--- src/rtl/uart_rx.sv ---
// Purpose : oversampling UART receiver (start, data_wd bits LSB first, optional parity, one stop).
// Latency : rx_done rises 2 clk after the stop-bit centre tick; 2 extra clk of input sync at frame start.
// Backpr. : none; rx_done is a 1-cycle strobe and the outputs hold until the next frame completes.
//
// Ports
//   clk, rst    : system clock (rising edge), asynchronous active-high reset
//   tick        : 1-cycle pulse at oversampling_rate x BAUD from the shared baud generator
//   rx          : asynchronous serial line, idles high
//   dout        : last received data word (updated even when the frame had errors)
//   rx_done     : 1-cycle strobe marking an update of dout / parity_err / frame_err
//   rx_busy     : high while a frame is being received
//   parity_err  : parity mismatch in the last frame (always 0 without a parity bit)
//   frame_err   : stop bit of the last frame sampled low
module uart_rx #(
    parameter int BAUD              = 9600,
    parameter int clk_freq          = 50_000_000,
    parameter int clk_period        = 1_000_000_000 / clk_freq,
    parameter int oversampling_rate = 16,
    parameter int data_wd           = 8,
    parameter int parity            = 1
) (
    input  logic               clk,
    input  logic               rst,
    input  logic               tick,
    input  logic               rx,
    output logic [data_wd-1:0] dout,
    output logic               rx_done,
    output logic               rx_busy,
    output logic               parity_err,
    output logic               frame_err
);

    localparam int CNT_W = (oversampling_rate > 1) ? $clog2(oversampling_rate) : 1;
    localparam int IDX_W = (data_wd > 1) ? $clog2(data_wd) : 1;

    localparam logic [CNT_W-1:0] CNT_MID  = CNT_W'(oversampling_rate / 2 - 1);
    localparam logic [CNT_W-1:0] CNT_LAST = CNT_W'(oversampling_rate - 1);
    localparam logic [IDX_W-1:0] IDX_LAST = IDX_W'(data_wd - 1);
    localparam bit               PAR_EN   = (parity == 1) || (parity == 2);

    // Present in the elaborated hierarchy only when the tick rate cannot be
    // produced from the system clock, which makes a bad configuration easy to spot.
    if ((BAUD * oversampling_rate > clk_freq) || (clk_period <= 0)) begin : g_tick_rate_unreachable
    end

    typedef enum logic [5:0] {
        S_IDLE   = 6'b000001,
        S_START  = 6'b000010,
        S_DATA   = 6'b000100,
        S_PARITY = 6'b001000,
        S_STOP   = 6'b010000,
        S_DONE   = 6'b100000
    } state_t;

    state_t             state_q, state_d;
    logic               rx_meta_q, rx_s_q;
    logic [CNT_W-1:0]   tick_cnt_q, tick_cnt_d;
    logic [IDX_W-1:0]   bit_idx_q, bit_idx_d;
    logic [data_wd-1:0] shift_q, shift_d;
    logic               p_bit_q, p_bit_d;
    logic               stop_bit_q, stop_bit_d;
    logic [data_wd-1:0] dout_q, dout_d;
    logic               parity_err_q, parity_err_d;
    logic               frame_err_q, frame_err_d;
    logic               rx_done_q, rx_done_d;
    logic               exp_par;
    logic               bit_centre;

    // Two-flop synchronizer; resets to the idle line level so reset never looks like a start bit.
    always_ff @(posedge clk or posedge rst) begin
        if (rst) begin
            rx_meta_q <= 1'b1;
            rx_s_q    <= 1'b1;
        end else begin
            rx_meta_q <= rx;
            rx_s_q    <= rx_meta_q;
        end
    end

    assign exp_par    = (parity == 1) ? ~^shift_q : ^shift_q;
    assign bit_centre = tick && (tick_cnt_q == CNT_LAST);

    always_comb begin
        state_d      = state_q;
        tick_cnt_d   = tick ? ((tick_cnt_q == CNT_LAST) ? '0 : tick_cnt_q + CNT_W'(1)) : tick_cnt_q;
        bit_idx_d    = bit_idx_q;
        shift_d      = shift_q;
        p_bit_d      = p_bit_q;
        stop_bit_d   = stop_bit_q;
        dout_d       = dout_q;
        parity_err_d = parity_err_q;
        frame_err_d  = frame_err_q;
        rx_done_d    = 1'b0;

        case (state_q)
            S_IDLE: begin
                tick_cnt_d = '0;
                if (!rx_s_q) state_d = S_START;
            end
            S_START: begin
                // Half a bit in: a line back high means a glitch, not a start bit.
                if (tick && (tick_cnt_q == CNT_MID)) begin
                    state_d   = rx_s_q ? S_IDLE : S_DATA;
                    bit_idx_d = '0;
                end
            end
            S_DATA: begin
                if (bit_centre) begin
                    // Shift in at the MSB so the first (LSB) bit ends up at bit 0.
                    shift_d   = data_wd'({rx_s_q, shift_q} >> 1);
                    bit_idx_d = bit_idx_q + IDX_W'(1);
                    if (bit_idx_q == IDX_LAST) state_d = PAR_EN ? S_PARITY : S_STOP;
                end
            end
            S_PARITY: begin
                if (bit_centre) begin
                    p_bit_d = rx_s_q;
                    state_d = S_STOP;
                end
            end
            S_STOP: begin
                // No wait for the end of the stop bit, so a following start edge is not missed.
                if (bit_centre) begin
                    stop_bit_d = rx_s_q;
                    state_d    = S_DONE;
                end
            end
            S_DONE: begin
                dout_d       = shift_q;
                parity_err_d = PAR_EN ? (p_bit_q != exp_par) : 1'b0;
                frame_err_d  = ~stop_bit_q;
                rx_done_d    = 1'b1;
                bit_idx_d    = '0;
                tick_cnt_d   = '0;
                state_d      = S_IDLE;
            end
            default: begin
                state_d = S_IDLE;
            end
        endcase

        // Every state starts timing from zero; START leaves re-anchored on the bit centre.
        if (state_d != state_q) tick_cnt_d = '0;
    end

    always_ff @(posedge clk or posedge rst) begin
        if (rst) begin
            state_q      <= S_IDLE;
            tick_cnt_q   <= '0;
            bit_idx_q    <= '0;
            shift_q      <= '0;
            p_bit_q      <= 1'b0;
            stop_bit_q   <= 1'b0;
            dout_q       <= '0;
            parity_err_q <= 1'b0;
            frame_err_q  <= 1'b0;
            rx_done_q    <= 1'b0;
        end else begin
            state_q      <= state_d;
            tick_cnt_q   <= tick_cnt_d;
            bit_idx_q    <= bit_idx_d;
            shift_q      <= shift_d;
            p_bit_q      <= p_bit_d;
            stop_bit_q   <= stop_bit_d;
            dout_q       <= dout_d;
            parity_err_q <= parity_err_d;
            frame_err_q  <= frame_err_d;
            rx_done_q    <= rx_done_d;
        end
    end

    assign dout       = dout_q;
    assign rx_done    = rx_done_q;
    assign parity_err = parity_err_q;
    assign frame_err  = frame_err_q;
    assign rx_busy    = (state_q == S_START) || (state_q == S_DATA) ||
                        (state_q == S_PARITY) || (state_q == S_STOP);

endmodule

--- config.mk ---
export PLATFORM = sky130hd
export DESIGN_NAME = uart_rx
export DESIGN_NICKNAME = d
export VERILOG_FILES = /design/src/rtl/uart_rx.sv
export SDC_FILE = /design/constraint.sdc
export NUM_CORES = 1
export LEC_CHECK = 0
export ABC_AREA = 1
export CAP_MARGIN = 0
export CORE_ASPECT_RATIO = 1.75
export CORE_MARGIN = 3
export CORE_UTILIZATION = 28
export CTS_CLUSTER_DIAMETER = 30
export CTS_CLUSTER_SIZE = 14
export DETAILED_ROUTE_END_ITERATION = 8
export PLACE_DENSITY_LB_ADDON = 0.3
export SETUP_SLACK_MARGIN = 0.1
export SYNTH_ARGS = -nofsm -noshare
export SYNTH_HDL_FRONTEND = slang
export SYNTH_SLANG_ARGS = --single-unit
--- constraint.sdc ---
create_clock -name clk -period 1.8 [get_ports clk]
set_input_delay 0.36 -clock clk [delete_from_list [all_inputs] [get_ports clk]]
set_output_delay 0.36 -clock clk [all_outputs]
set_load 0.01 [all_outputs]
==> out/results.ini, run 1 <==
[routing]
wl_met3_um=85
maxUsedRoutingLayer=met4
dr.pass1.iters=4
drt_iter0_drc=56
drc=0
route.met2.wl_mm=2.398
wire_per_inst_um=12.51
route.final.wire_length_mm=4.340
drtAntennaViolNets=0
m1WireLength_mm=1.671
num_vias=1518
routed_via_density=4.375

[global_routing]
grt_max_degree=37
grt_pass1_wl_mm=6.879
grt_pass1_vias=1548
overflow=0
grt_use_total_pct=12.29
antenna_found_initial=0

[hold_path]
worstHoldPathType=flip-flop to flip-flop

[synth]
synth-seq-cells=36
synth.distinct_cells=36
ys_async_sr_fraction_pct=100.0
yosys_warnings=0
syn_nets=217
synth_cells=210
synthTopCellsByArea=dfrtp_1 45%, nand2_1 10%, o21ai_0 5.5%
yosysTopAreaCellShare_pct=45.08
netlist_top_cells_count=50 x nand2_1, 33 x dfrtp_1, 23 x inv_1, 20 x o21ai_0, 13 x nand3_1
synth_ff_type=dfrtp_1
synth_area_per_cell_um2=8.723
syn_area_mm2=0.001832
synth_edf_count=0
yosysMostFrequentCell=nand2_1
ys_seq_area_share_pct=49.39
yosysTopAreaCell=dfrtp_1

[floorplanning]
core_mm2=0.006276
dieArea_mm2=0.007586
io_pins=16
fp.dieW_um=67.14
rows=38
start_util_pct=29.19
die_height_um=113.0

[flow_run]
cap_violations=0

[layout]
final-seq-area_um2=909.6
fillers=639
fin_nets=273
drive_above_1_share_pct=37.83
fin_area_mm2=0.002626
syn2layout_area_growth_pct=43.37
multiInputGateArea_um2=927.1
fin_cells=347
n_antenna_cell=0
post-route-util_pct=41.85

[timing]
skew_ns=0.008879
rsz0062_at_grt=true
fmax_ghz=0.5855
max_slew_margin_pct=84.05
report.final.hold_viol_count=0
min_period_ns=1.708
finalCritPeriodShare_pct=94.89
setup_viol=0
tightest_slew_ns=0.2386
tns_ns=0
final_max_slew_viol_count=0

[clock_network]
htreeDepth=2
cts_tree=yes
cts_buffers=5
max-clock-path-buffers=2
cts_root_buf=clkbuf_8
cts.clk_slew.worst_paths_ns=0.07
cts_sinks=36
clk_latency_ns=0.29

[power_and_ir_drop]
p_leak_nw=1.252
ir_drop_mv=0.4758
p_total_w=0.002385
power.density_mw_per_mm2=908.2

[critical_path]
path_class=flip-flop to primary output
path_max_fanout=2
arrival_ns=1.35
start_kind=flip-flop
critPathCaptureType=primary output
cp.required_ns=1.44

[placed_design]
dpl_cell_area_mm2=0.002246
gp_congestion=0.8899
portBuffers=15
place_inst=324
post-dp-hpwl_mm=3.162

[status]
status=complete, no violations

## registers in the layout, indices dropped and copies added, names as in the netlist
| register | cells |
|---|---|
| frame_err | 1 |
| state_q | 6 |
| rx_done | 1 |
| stop_bit_q | 1 |
| rx_s_q | 1 |
| parity_err | 1 |
| tick_cnt_q | 4 |
| bit_idx_q | 3 |
| dout | 8 |
| rx_meta_q | 1 |
| p_bit_q | 1 |
| shift_q | 8 |
## logic make-up (layout without fill, tap and decap cells)
group | after synthesis | after routing | synth area share (%)
AND/OR/NAND/NOR | 101 | 101 | 29.03
AO/OA/AOI/OAI | 32 | 32 | 9.563
adder cells (fa/ha/maj) | 3 | 3 | 2.049
flip-flops | 36 | 36 | 49.39
buffers and inverters | 32 | 89 | 7.104
XOR/XNOR | 6 | 6 | 2.869
## per-layer routing
layer,GRT usage (%),up-vias
li1,-,787
met1,12.36,702
met2,22.27,18
met3,2.483,11
met4,7.182,0
met5,0,-
## report_power, final
part	total (W)	switching [W]	leakage [nW]	internal, W
Combinational	0.000684	0.000392	0.704	0.000292
Sequential	0.000928	0.0000621	0.484	0.000866
Clock	0.000774	0.000285	0.0645	0.000489
## layout by cell type (no fill, tap or decap), types with 2 or more instances in the layout
master and n:
a31oi_1 3, buf_4 35, buf_6 2, clkbuf_8 7, clkdlybuf4s50_1 14, dfrtp_1 29, dfrtp_2 4, dfstp_2 3
ha_1 2, inv_1 21, inv_2 5, nand2_1 46, nand2_2 6, nand2_4 3, nand3_1 9, nand3_2 8
nand3_4 3, nand4_1 3, nor2_1 6, nor2_2 5, nor2_4 4, nor3_2 3, o21ai_0 19, o21ai_1 4
xnor2_1 4, xor2_1 2
## area by class of cell
| type | count | share of cell area [%] |
|---|---|---|
| multi-input cells | 142 | 35.30 |
| well taps | 80 | 3.811 |
| inverters | 28 | 4.288 |
| flip-flops and latches | 36 | 34.64 |
| clock buffers | 7 | 3.668 |
| repair buffers | 53 | 17.15 |
| clock inverters | 1 | 1.143 |
## final timing paths
| check | endpoint | cells after the start | slack, ns | start |
|---|---|---|---|---|
| max | rx_busy | 7 | 0.09 | state_q[0] |
| max in group asynchronous | state_q[0] | 3 | 1.13 | rst |
| min reg2reg | rx_s_q | 0 | 0.36 | rx_meta_q |
| max reg2reg | tick_cnt_q[2] | 10 | 0.10 | state_q[0] |
| min | rx_s_q | 0 | 0.36 | rx_meta_q |
| min in group asynchronous | bit_idx_q[0] | 3 | 0.42 | rst |
## repair_timing
item                       in CTS  in global routing
pin swaps                       3                  9
resized for setup              12                 33
setup endpoints to repair       6                 10
hold buffers                    0                  0
gates cloned                    0                  0
buffers inserted               10                  5
## stage by stage
step           setup WS (ns)  hold slack (ns)
5_1_grt             0.002867           0.3634
6_report             0.09202           0.3563
2_1_floorplan         0.3266           0.3452
3_3_place_gp        -0.04793           0.3463
3_5_place_dp         -0.1029           0.3472
4_1_cts              0.08165           0.3576
## critical path, stage by stage (launching register included)
cell     delay, ns
dfstp_2       0.56
buf_6         0.10
nor2_2        0.04
nand3_2       0.07
nand2_2       0.06
inv_2         0.05
nand2_1       0.04
buf_2         0.13
(Power assumes the default switching activity.)
==> run 2, diff against run 1 <==
--- a/config.mk
+++ b/config.mk
@@ -15,6 +15,7 @@
 export DETAILED_ROUTE_END_ITERATION = 8
 export PLACE_DENSITY_LB_ADDON = 0.3
 export SETUP_SLACK_MARGIN = 0.1
+export SKIP_CTS_REPAIR_TIMING = 1
 export SYNTH_ARGS = -nofsm -noshare
 export SYNTH_HDL_FRONTEND = slang
 export SYNTH_SLANG_ARGS = --single-unit
==> out/results.ini, run 2 (synthesized netlist as in run 1, its figures left out) <==
[power_and_ir_drop]
ir_drop_mv=0.4730  ; -0.59%
p_total_w=0.002342  ; -1.8%
p_clk_share_pct=33.0  ; +0.6 points
switching_share_pct=30.53  ; -0.45 points
pwr-share-comb_pct=27.2  ; -1.5 points
p_leak_nw=1.222  ; -2.5%
switching_power_w=0.0007150  ; -3.2%
seq_power_share_pct=39.8  ; +0.9 points
power.density_mw_per_mm2=918.9  ; +1.2%
p_int_w=0.001627  ; -1.2%

[critical_path]
startpoint=state_q[3]
slowest_stage=dfrtp_2
r2r-start=state_q[3]
arrival_ns=1.91  ; +0.56 ns
crit_chain=nor2_4, buf_6, nand2_1, nor2_2, nand2_2, buf_6, nand3_4, nand3_4, nor3_4
cp.required_ns=2.01  ; +0.57 ns
worst-path-buf-inv=2  ; -1
start_kind=flip-flop
cpLargestDelayFamily=simple AND/OR/NAND/NOR gates
critPathCaptureType=flip-flop
path_max_fanout=4  ; +2
reg2reg_depth=9  ; -1
path_class=flip-flop to flip-flop
critPathMaxStageDelay_ns=0.45  ; -0.11 ns
path_depth=9  ; +2

[layout]
layout_common_cells=46 x nand2_1, 29 x dfrtp_1, 27 x buf_4
final_common_cell=nand2_1
drive_above_1_share_pct=35.14  ; -2.7 points
syn2layout_area_growth_pct=39.14
post-route-util_pct=40.61  ; -1.2 points
fin_cells=339  ; -2.3%
fillers=640  ; +0.16%
fin_nets=265  ; -2.9%
n_antenna_cell=0  ; unchanged

[timing]
layout_setup_ws_ns=0.09934  ; +0.007319 ns
fmax_ghz=0.5880  ; +0.43%
skew_ns=0.008878  ; -0.0000003900 ns
rsz0062_at_grt=true
final_max_slew_viol_count=0  ; unchanged
tightest_slew_ns=0.2229  ; -0.01567 ns
tns_ns=0  ; unchanged
min_period_ns=1.701  ; -0.007319 ns
max_slew_margin_pct=85.01  ; +0.97 points
finalCritPeriodShare_pct=94.48  ; -0.41 points
report.final.hold_viol_count=0  ; unchanged
setup_viol=0  ; unchanged

[clock_network]
cts.clk_slew.worst_paths_ns=0.07  ; about the same
cts_root_buf=clkbuf_8
max-clock-path-buffers=2  ; unchanged
cts_tree=yes
cts_buffers=5  ; unchanged
clk_latency_ns=0.29  ; about the same
cts_sinks=36  ; unchanged
htreeDepth=2  ; unchanged

[routing]
dr.pass1.iters=4  ; unchanged
drtAntennaViolNets=0  ; unchanged
num_vias=1475  ; -2.8%
routed_via_density=4.351  ; -0.54%
route.final.wire_length_mm=4.203  ; -3.2%
wire_per_inst_um=12.40  ; -0.87%
drc=0  ; unchanged
drt_iter0_drc=51  ; -8.9%

[floorplanning]
rows=38  ; unchanged
die_height_um=113.0  ; unchanged
dieArea_mm2=0.007586  ; unchanged
fp.dieW_um=67.14  ; unchanged
start_util_pct=29.19  ; unchanged
io_pins=16  ; unchanged
core_mm2=0.006276  ; unchanged

[placed_design]
gp_congestion=0.8899  ; unchanged
place_inst=324  ; unchanged
post-dp-hpwl_mm=3.162  ; unchanged
portBuffers=15  ; unchanged
dp_slack_ns=-0.1029  ; unchanged

[hold_path]
hp-start=rx_meta_q
worstHoldPathType=flip-flop to flip-flop
min_path_cells=0  ; unchanged

[global_routing]
overflow=0  ; unchanged
grt_use_total_pct=11.93  ; -0.36 points
grt_max_degree=37  ; unchanged
antenna_found_initial=0  ; unchanged
grt_pass1_vias=1499  ; -3.2%
grt_pass1_wl_mm=6.665  ; -3.1%

[flow_run]
cap_violations=0  ; unchanged

[status]
status=complete, no violations

run 2: cell type report:
class	instances	area, um^2	share of cell area, %
clock inverter	1	30.03	1.178
tap	80	100.1	3.927
sequential	36	909.6	35.69
inverter	28	108.9	4.271
multi-input combinational	142	913.4	35.84
timing repair buffer	45	390.4	15.32
clock buffer	7	96.34	3.780
run 2: final timing paths:
| kind | end | slack, ns |
|---|---|---|
| worst max-delay path | tick_cnt_q[2] | 0.1 |
| worst min-delay path | rx_s_q | 0.36 |
| worst max register to register | tick_cnt_q[2] | 0.1 |
| worst min register to register | rx_s_q | 0.36 |
| max in group asynchronous | state_q[0] | 1.13 |
| min in group asynchronous | bit_idx_q[0] | 0.42 |
run 2: power by group through the flow:
stage | Clock (W) | Combinational [W] | Sequential [W]
2_1_floorplan | 0 | 0.000311 | 0.000922
3_3_place_gp | 0 | 0.000478 | 0.000931
3_5_place_dp | 0 | 0.000481 | 0.000933
4_1_cts | 0.000797 | 0.000484 | 0.000917
5_1_grt | 0.000837 | 0.000681 | 0.000936
6_report | 0.000773 | 0.000637 | 0.000932
run 2: per-layer routing:
metal	part of all wire [%]	GRT usage, %
met1	38	12.17
met2	57	21.42
met3	2.2	2.582
met4	2.8	6.775
met5	0	0
run 2: stage by stage:
step | hold WS [ns] | cell area, um^2
final | 0.3559 | 2549
after global routing | 0.3635 | 2549
after CTS | 0.3576 | 2372
after detailed placement | 0.3472 | 2246
after global placement | 0.3463 | 2246
after floorplan | 0.3452 | 1832
==> run 3, diff against run 2 <==
--- a/config.mk
+++ b/config.mk
@@ -13,7 +13,7 @@
 export CTS_CLUSTER_DIAMETER = 30
 export CTS_CLUSTER_SIZE = 14
 export DETAILED_ROUTE_END_ITERATION = 8
-export PLACE_DENSITY_LB_ADDON = 0.3
+export PLACE_DENSITY_LB_ADDON = 0.1
 export SETUP_SLACK_MARGIN = 0.1
 export SKIP_CTS_REPAIR_TIMING = 1
 export SYNTH_ARGS = -nofsm -noshare
==> out/results.ini, run 3 (synthesized netlist as in run 1, its figures left out) <==
[clock_network]
max-clock-path-buffers=2  ; unchanged
clk_latency_ns=0.29  ; about the same
cts_root_buf=clkbuf_8
cts.clk_slew.worst_paths_ns=0.07  ; about the same
cts_buffers=5  ; unchanged
cts_sinks=36  ; unchanged
cts_tree=yes
htreeDepth=2  ; unchanged

[critical_path]
arrival_ns=1.38  ; -0.53 ns
cp.required_ns=1.44  ; -0.57 ns
path_max_fanout=5  ; +1
r2r-start=state_q[3]
startpoint=state_q[3]
critPathCaptureType=primary output
endpoint=rx_busy
r2r_slack_ns=0.12  ; +0.02 ns
start_kind=flip-flop
r2r_end=tick_cnt_q[3]
path_class=flip-flop to primary output
reg2reg_depth=9  ; unchanged

[timing]
tns_ns=0  ; unchanged
skew_ns=0.007870  ; -0.001008 ns
min_period_ns=1.735  ; +0.03474 ns
rsz0062_at_grt=true
setup_viol=0  ; unchanged
tightest_slew_ns=0.2507  ; +0.02780 ns
finalCritPeriodShare_pct=96.41  ; +1.9 points
report.final.hold_viol_count=0  ; unchanged
max_slew_margin_pct=83.17  ; -1.8 points
final_max_slew_viol_count=0  ; unchanged
fmax_ghz=0.5762  ; -2.0%

[floorplanning]
fp.dieW_um=67.14  ; unchanged
core_mm2=0.006276  ; unchanged
start_util_pct=29.19  ; unchanged
io_pins=16  ; unchanged
dieArea_mm2=0.007586  ; unchanged
rows=38  ; unchanged
die_height_um=113.0  ; unchanged

[power_and_ir_drop]
power.density_mw_per_mm2=882.8  ; -3.9%
p_leak_nw=1.183  ; -3.1%
ir_drop_mv=0.4045  ; -14%
p_total_w=0.002173  ; -7.2%

[routing]
routed_via_density=4.530  ; +4.1%
dr.pass1.iters=4  ; unchanged
drc=0  ; unchanged
drt_iter0_drc=65  ; +27%
wire_per_inst_um=13.48  ; +8.7%
route.final.wire_length_mm=4.503  ; +7.1%
drtAntennaViolNets=0  ; unchanged
num_vias=1513  ; +2.6%

[placed_design]
post-dp-hpwl_mm=3.356  ; +6.1%
gp_congestion=0.8659  ; -2.7%
portBuffers=15  ; unchanged

[global_routing]
grt_pass1_vias=1513  ; +0.93%
grt_use_total_pct=12.67  ; +0.75 points
antenna_found_initial=0  ; unchanged
grt_pass1_wl_mm=7.176  ; +7.7%
overflow=0  ; unchanged
grt_max_degree=37  ; unchanged

[layout]
layout_common_cells=48 x nand2_1, 31 x dfrtp_1, 24 x buf_4
syn2layout_area_growth_pct=34.36
fin_nets=260  ; -1.9%
final_common_cell=nand2_1
fillers=675  ; +5.5%
drive_above_1_share_pct=30.71  ; -4.4 points
n_antenna_cell=0  ; unchanged

[hold_path]
min_path_cells=0  ; unchanged
worstHoldPathType=flip-flop to flip-flop

[status]
status=complete, no violations

[flow_run]
cap_violations=0  ; unchanged

==> run 3: power breakdown <==
group,internal [W],switching (W),total [W]
sequential,0.000864,0.0000663,0.000930
combinational,0.000257,0.000352,0.000609
clock,0.000349,0.000284,0.000633
total,0.00147,0.000702,0.00217
==> run 3: worst min-delay path by stage <==
stage                    from      to
global placement    rx_meta_q  rx_s_q
floorplan           rx_meta_q  rx_s_q
finish              rx_meta_q  rx_s_q
global route        rx_meta_q  rx_s_q
CTS                 rx_meta_q  rx_s_q
detailed placement  rx_meta_q  rx_s_q
==> run 3: area by class of cell <==
type	instances	area, um^2	area share [%]
clock buffer	8	100.1	4.067
inverter	28	110.1	4.474
multi-input combinational	142	898.4	36.50
sequential	36	907.1	36.86
tap	80	100.1	4.067
timing repair buffer	40	345.3	14.03
==> run 3: worst max-delay path: stages (launching register included) <==
cell	delay, ns
dfrtp_2	0.46
nor2_4	0.21
nand3_2	0.11
nand2_2	0.11
inv_2	0.04
nand2_1	0.05
buf_2	0.12
==> run 3: stage by stage <==
stage | hold slack, ns | cells | instance area [um^2] | utilization, % | setup WS, ns
after floorplan | 0.3452 | 210 | 1832 | - | 0.3266
after CTS | 0.3592 | 332 | 2346 | 37.38 | -0.4253
after global placement | 0.3471 | 324 | 2246 | 35.79 | -0.1223
after global routing | 0.3630 | 334 | 2461 | 39.21 | -0.01721
final | 0.3569 | 334 | 2461 | 39.21 | 0.06459
after detailed placement | 0.3489 | 324 | 2246 | 35.79 | -0.09228
==> run 3: layer usage <==
| layer | vias to the layer above | track usage, % | wire, um |
|---|---|---|---|
| met5 | - | 0 | 0 |
| met4 | 0 | 6.911 | 178 |
| met3 | 13 | 2.085 | 77 |
| met2 | 20 | 22.80 | 2551 |
| met1 | 712 | 13.44 | 1696 |
| li1 | 768 | - | - |
